## src/rtl/pc_sequencer.sv

```systemverilog
// Program counter sequencer with multi-cycle call/return handshakes to an external return stack.
// Tracks return-stack depth locally and flags over/underflow without touching the stack.
module pc_sequencer #(
  parameter int                 WIDTH    = 18,
  parameter int                 DEPTH    = 32,
  parameter logic [WIDTH-1:0]   RESET_PC = '0
) (
  input  logic             clk,
  input  logic             reset,
  input  logic             en,
  input  logic             call,
  input  logic             ret,
  input  logic             jump,
  input  logic             branch_taken,
  input  logic [WIDTH-1:0] target,
  input  logic [WIDTH-1:0] stack_rdata,
  output logic [WIDTH-1:0] pc,
  output logic [WIDTH-1:0] stack_wdata,
  output logic             stack_push,
  output logic             stack_pop,
  output logic             busy,
  output logic             overflow,
  output logic             underflow
);

  localparam int DW = $clog2(DEPTH + 1);

  typedef enum logic [2:0] {
    RUN,
    CALL_SETUP,
    CALL_PUSH,
    RET_POP,
    RET_WAIT,
    RET_LOAD
  } state_t;

  state_t           state;
  logic [DW-1:0]    depth;
  logic [WIDTH-1:0] call_target;
  logic [WIDTH-1:0] pc_inc;

  assign pc_inc = pc + WIDTH'(1);

  always_ff @(posedge clk) begin
    if (reset) begin
      state       <= RUN;
      pc          <= RESET_PC;
      depth       <= '0;
      call_target <= '0;
      stack_wdata <= '0;
      stack_push  <= 1'b0;
      stack_pop   <= 1'b0;
      busy        <= 1'b0;
      overflow    <= 1'b0;
      underflow   <= 1'b0;
    end else begin
      case (state)
        RUN: begin
          if (en) begin
            if (call) begin
              if (depth < DW'(DEPTH)) begin
                // Target is captured now: inputs are ignored while the push completes.
                stack_wdata <= pc_inc;
                call_target <= target;
                busy        <= 1'b1;
                state       <= CALL_SETUP;
              end else begin
                overflow <= 1'b1;
                pc       <= target;
              end
            end else if (ret) begin
              if (depth != '0) begin
                stack_pop <= 1'b1;
                busy      <= 1'b1;
                state     <= RET_POP;
              end else begin
                underflow <= 1'b1;
                pc        <= pc_inc;
              end
            end else if (jump || branch_taken) begin
              pc <= target;
            end else begin
              pc <= pc_inc;
            end
          end
        end
        CALL_SETUP: begin
          stack_push <= 1'b1;
          state      <= CALL_PUSH;
        end
        CALL_PUSH: begin
          stack_push <= 1'b0;
          pc         <= call_target;
          depth      <= depth + DW'(1);
          busy       <= 1'b0;
          state      <= RUN;
        end
        RET_POP: begin
          stack_pop <= 1'b0;
          state     <= RET_WAIT;
        end
        RET_WAIT: begin
          state <= RET_LOAD;
        end
        RET_LOAD: begin
          // The stack has had a full idle cycle after the pop to present the address.
          pc    <= stack_rdata;
          depth <= depth - DW'(1);
          busy  <= 1'b0;
          state <= RUN;
        end
        default: begin
          state <= RUN;
          busy  <= 1'b0;
        end
      endcase
    end
  end

endmodule

```

## config.mk

```make
export PLATFORM = sky130hd
export DESIGN_NAME = pc_sequencer
export DESIGN_NICKNAME = d
export VERILOG_FILES = /design/src/rtl/pc_sequencer.sv
export SDC_FILE = /design/constraint.sdc
export NUM_CORES = 1
export LEC_CHECK = 0
export ABC_CLOCK_PERIOD_IN_PS = 2900
export CAP_MARGIN = 20
export CORE_ASPECT_RATIO = 0.9
export CORE_MARGIN = 5
export CORE_UTILIZATION = 45
export DETAILED_ROUTE_END_ITERATION = 12
export GPL_ROUTABILITY_DRIVEN = 0
export PLACE_DENSITY = 0.77
export SLEW_MARGIN = 20
export SYNTH_ARGS = -nofsm -noshare
export SYNTH_HDL_FRONTEND = slang
export SYNTH_SLANG_ARGS = --single-unit
```

## constraint.sdc

```tcl
create_clock -name clk -period 2.9 [get_ports clk]
set_clock_uncertainty 0.15 [all_clocks]
set_input_delay 0.58 -clock clk [delete_from_list [all_inputs] [get_ports clk]]
set_output_delay 0.58 -clock clk [all_outputs]
set_load 0.05 [all_outputs]
```

==> qor.yml <==
synth_seq_cells: 68
vias_per_cell: 5.81
synth_top_flop_cell: "dfxtp_1"
ioPinCount: 84
cts_root_buf: "clkbuf_8"
path_cells: "nand4_2 > or4_1 > or4_4 > a31o_1 > a311oi_1"
drive_gt1_share_pct: 8.42
synth_seq_area_share_pct: 40.4
min_delay_path_depth: 2
dp_hpwl_mm: 6.60
initial_core_util_pct: 45.4
hold_class: "reg -> reg"
cp-end-kind: "register"
grt_max_degree: 72
die_y_um: 92.1
slowest_delay_ns: 0.64
synth_warnings: 0
antenna_found_initial: 0
grt_remaining_overflow: 0
r2r_cells: 5
clk_pin_slew_worst_paths_ns: 0.07
portBuffers: 83
hold_ws_ns: 0.305
wl_mm: 9.56
fp-row-count: 30
place_area_um2: 4320
fin_crit_sh_pct: 88.7
cellPowerDensity_nw_per_um2: 577
ys_types: 53
grt_use_total_pct: 20.8
setup_violations: 0
slowest_stage: "or4_1"
startpoint_type: "register"
maxCapViolCount: 0
dieArea_um2: 9320
postCtsResizedCells: 0
design_area_um2: 4540
rr_startpoint: "pc[2]"
path_class: "reg -> reg"
grt_pass1_wl_mm: 15.7
chipWidth_um: 101
drc_errors: 0
slew_headroom_pct: 65.6
min_to: "call_target[7]"
vdd_drop_max_mv: 0.352
min_period_ns: 2.57
power_mw: 2.62
dr.pass1.iters: 6
cp.arrival_ns: 2.68
wire_per_inst_um: 16.1
rsz0062_at_grt: "no"
clock_path_buffers: 2
syn_area_per_cell_um2: 7.99
vias: 3459
cp_max_fo: 8
synth_area_um2: 3370
async_flop_share_pct: 0
status: "finished clean"
diodes: 0
cts_sinks: 68
hold_buffers: 0
required_ns: 3.00
synth_edf_count: 0
worstMarginPinSlew_ns: 0.514
insertion_delay_ns: 0.34
worst-path-buf-inv: 0
regToRegEndpoint: "pc[17]"
max_freq_mhz: 389
area_growth_pct: 34.6
hold_start: "call_target[7]"
grt_pass1_vias: 3216
synth_nets: 467
nets: 539
cts-buffers-inserted: 9
cts_setup_buffers: 0
syn_inst: 422
core_um2: 7430
slew_violations: 0
finalHoldViolations: 0
power.leakage_nw: 1.59
tritoncts: "built"
ant_nets: 0
fin_setup_tns_ns: 0
reg2reg_setup_slack_ns: 0.33
critical_path.top_delay_family: "simple AND/OR/NAND/NOR gates"
drtIter0Drc: 212
htreeDepth: 3
==> how the worst max path moves through the flow <==
stage	startpoint	end	slack, ns	cells after the start
2_1_floorplan	pc[2]	pc[17]	0.14	7
3_3_place_gp	call	pc[10]	0.39	7
3_5_place_dp	call	pc[10]	0.33	7
4_1_cts	pc[2]	pc[17]	0.36	5
5_1_grt	pc[2]	pc[17]	0.25	5
6_report	pc[2]	pc[17]	0.33	5
==> where the power goes <==
part           internal (mW)  total, mW  switching, mW
clock                  0.504      0.856          0.353
combinational          0.266      0.670          0.404
sequential              1.01       1.09         0.0854
==> logic make-up after synthesis <==
kind of cell | after synthesis | synth area share (%)
AO/OA/AOI/OAI | 137 | 27.4
adder cells (fa/ha/maj) | 2 | 0.742
AND/OR/NAND/NOR | 156 | 21.7
buffers and inverters | 39 | 4.45
XOR/XNOR | 17 | 4.42
multiplexers | 3 | 0.965
flip-flops | 68 | 40.4
==> placed cells by master, fill, tap and decap left out, types with 2 or more instances in the layout <==
cell type,netlist,final
a211oi_1,12,12
a21o_1,4,4
a21oi_1,37,37
a22oi_1,19,19
a311oi_1,14,14
a31oi_1,6,6
a41oi_1,2,2
and4_1,4,4
buf_12,0,3
buf_4,0,10
bufinv_16,0,2
clkbuf_8,0,10
clkdlybuf4s50_1,0,82
clkinv_2,0,3
dfxtp_1,68,68
ha_1,2,2
inv_1,4,4
mux2_2,2,2
nand2_1,53,53
nand3_1,7,7
nand3b_1,2,2
nand4_1,5,5
nor2_1,54,54
nor2b_1,2,2
nor3_1,9,9
nor4_1,4,4
nor4b_1,2,2
o211ai_1,4,4
o21a_1,3,3
o21ai_0,19,19
o22a_1,6,6
o31ai_1,2,2
or2_2,3,3
or4_1,2,2
xnor2_1,9,9
xor2_1,8,8
==> area by class of cell <==
type	count	area [um2]
Fill cell	672	2890
Tap cell	96	120
Sequential cell	68	1360
Inverter	4	15.0
Multi-Input combinational cell	315	1860
Timing Repair Buffer	96	961
Clock buffer	11	141
Clock inverter	5	75.1
==> worst min-delay path: stages (launching register included) <==
cell	delay, ns
dfxtp_1	0.31
nand2_1	0.05
a21oi_1	0.05
==> state kept, by name, summed over array words and instances, names as in the netlist <==
register / cells
state: 3
call_target: 18
underflow: 1
depth: 6
pc: 18
overflow: 1
busy: 1
stack_pop: 1
stack_wdata: 18
stack_push: 1
==> per-stage QoR <==
stage,setup WS [ns],util [%],instances
after floorplan,0.136,-,422
after detailed placement,0.327,58.1,579
after CTS,0.358,61.1,595
final,0.328,61.1,595
after global routing,0.248,61.1,595
after global placement,0.385,58.1,579
==> routing by layer <==
layer	vias up	part of all wire [%]	global-route usage (%)
li1	1689	-	-
met1	1615	43	27.9
met2	145	48	32.4
met3	10	8.0	5.86
met4	0	1.1	5.98
met5	-	0	0
==> Yosys cell counts (all sizes together) (2+ instances only) <==
library cell  number  share of area [%]
nor4               4               0.74
a22oi             20                4.6
o31ai              2               0.45
a41oi              2               0.52
or4                4                1.0
dfxtp             68                 40
xnor2              9                2.3
and4               5                1.3
or3                2               0.41
o21a               3               0.67
mux2               2               0.67
nor2b              2               0.37
clkbuf            30                3.4
o211ai             4               0.89
a311oi            14                3.6
or2                3               0.56
inv                4               0.45
a31oi              6                1.1
nand4              6                1.3
nor3               9                1.3
o21ai             19                2.8
nor2              54                6.0
nand3b             2               0.45
a211oi            12                2.7
a21oi             37                5.5
nand2             53                5.9
xor2               8                2.1
o22a               6                1.6
buf                5               0.63
nor4b              2               0.52
nand3              7                1.0
a21o               4               0.89
ha                 2               0.74
No activity file was read; power rests on OpenSTA's default activity.
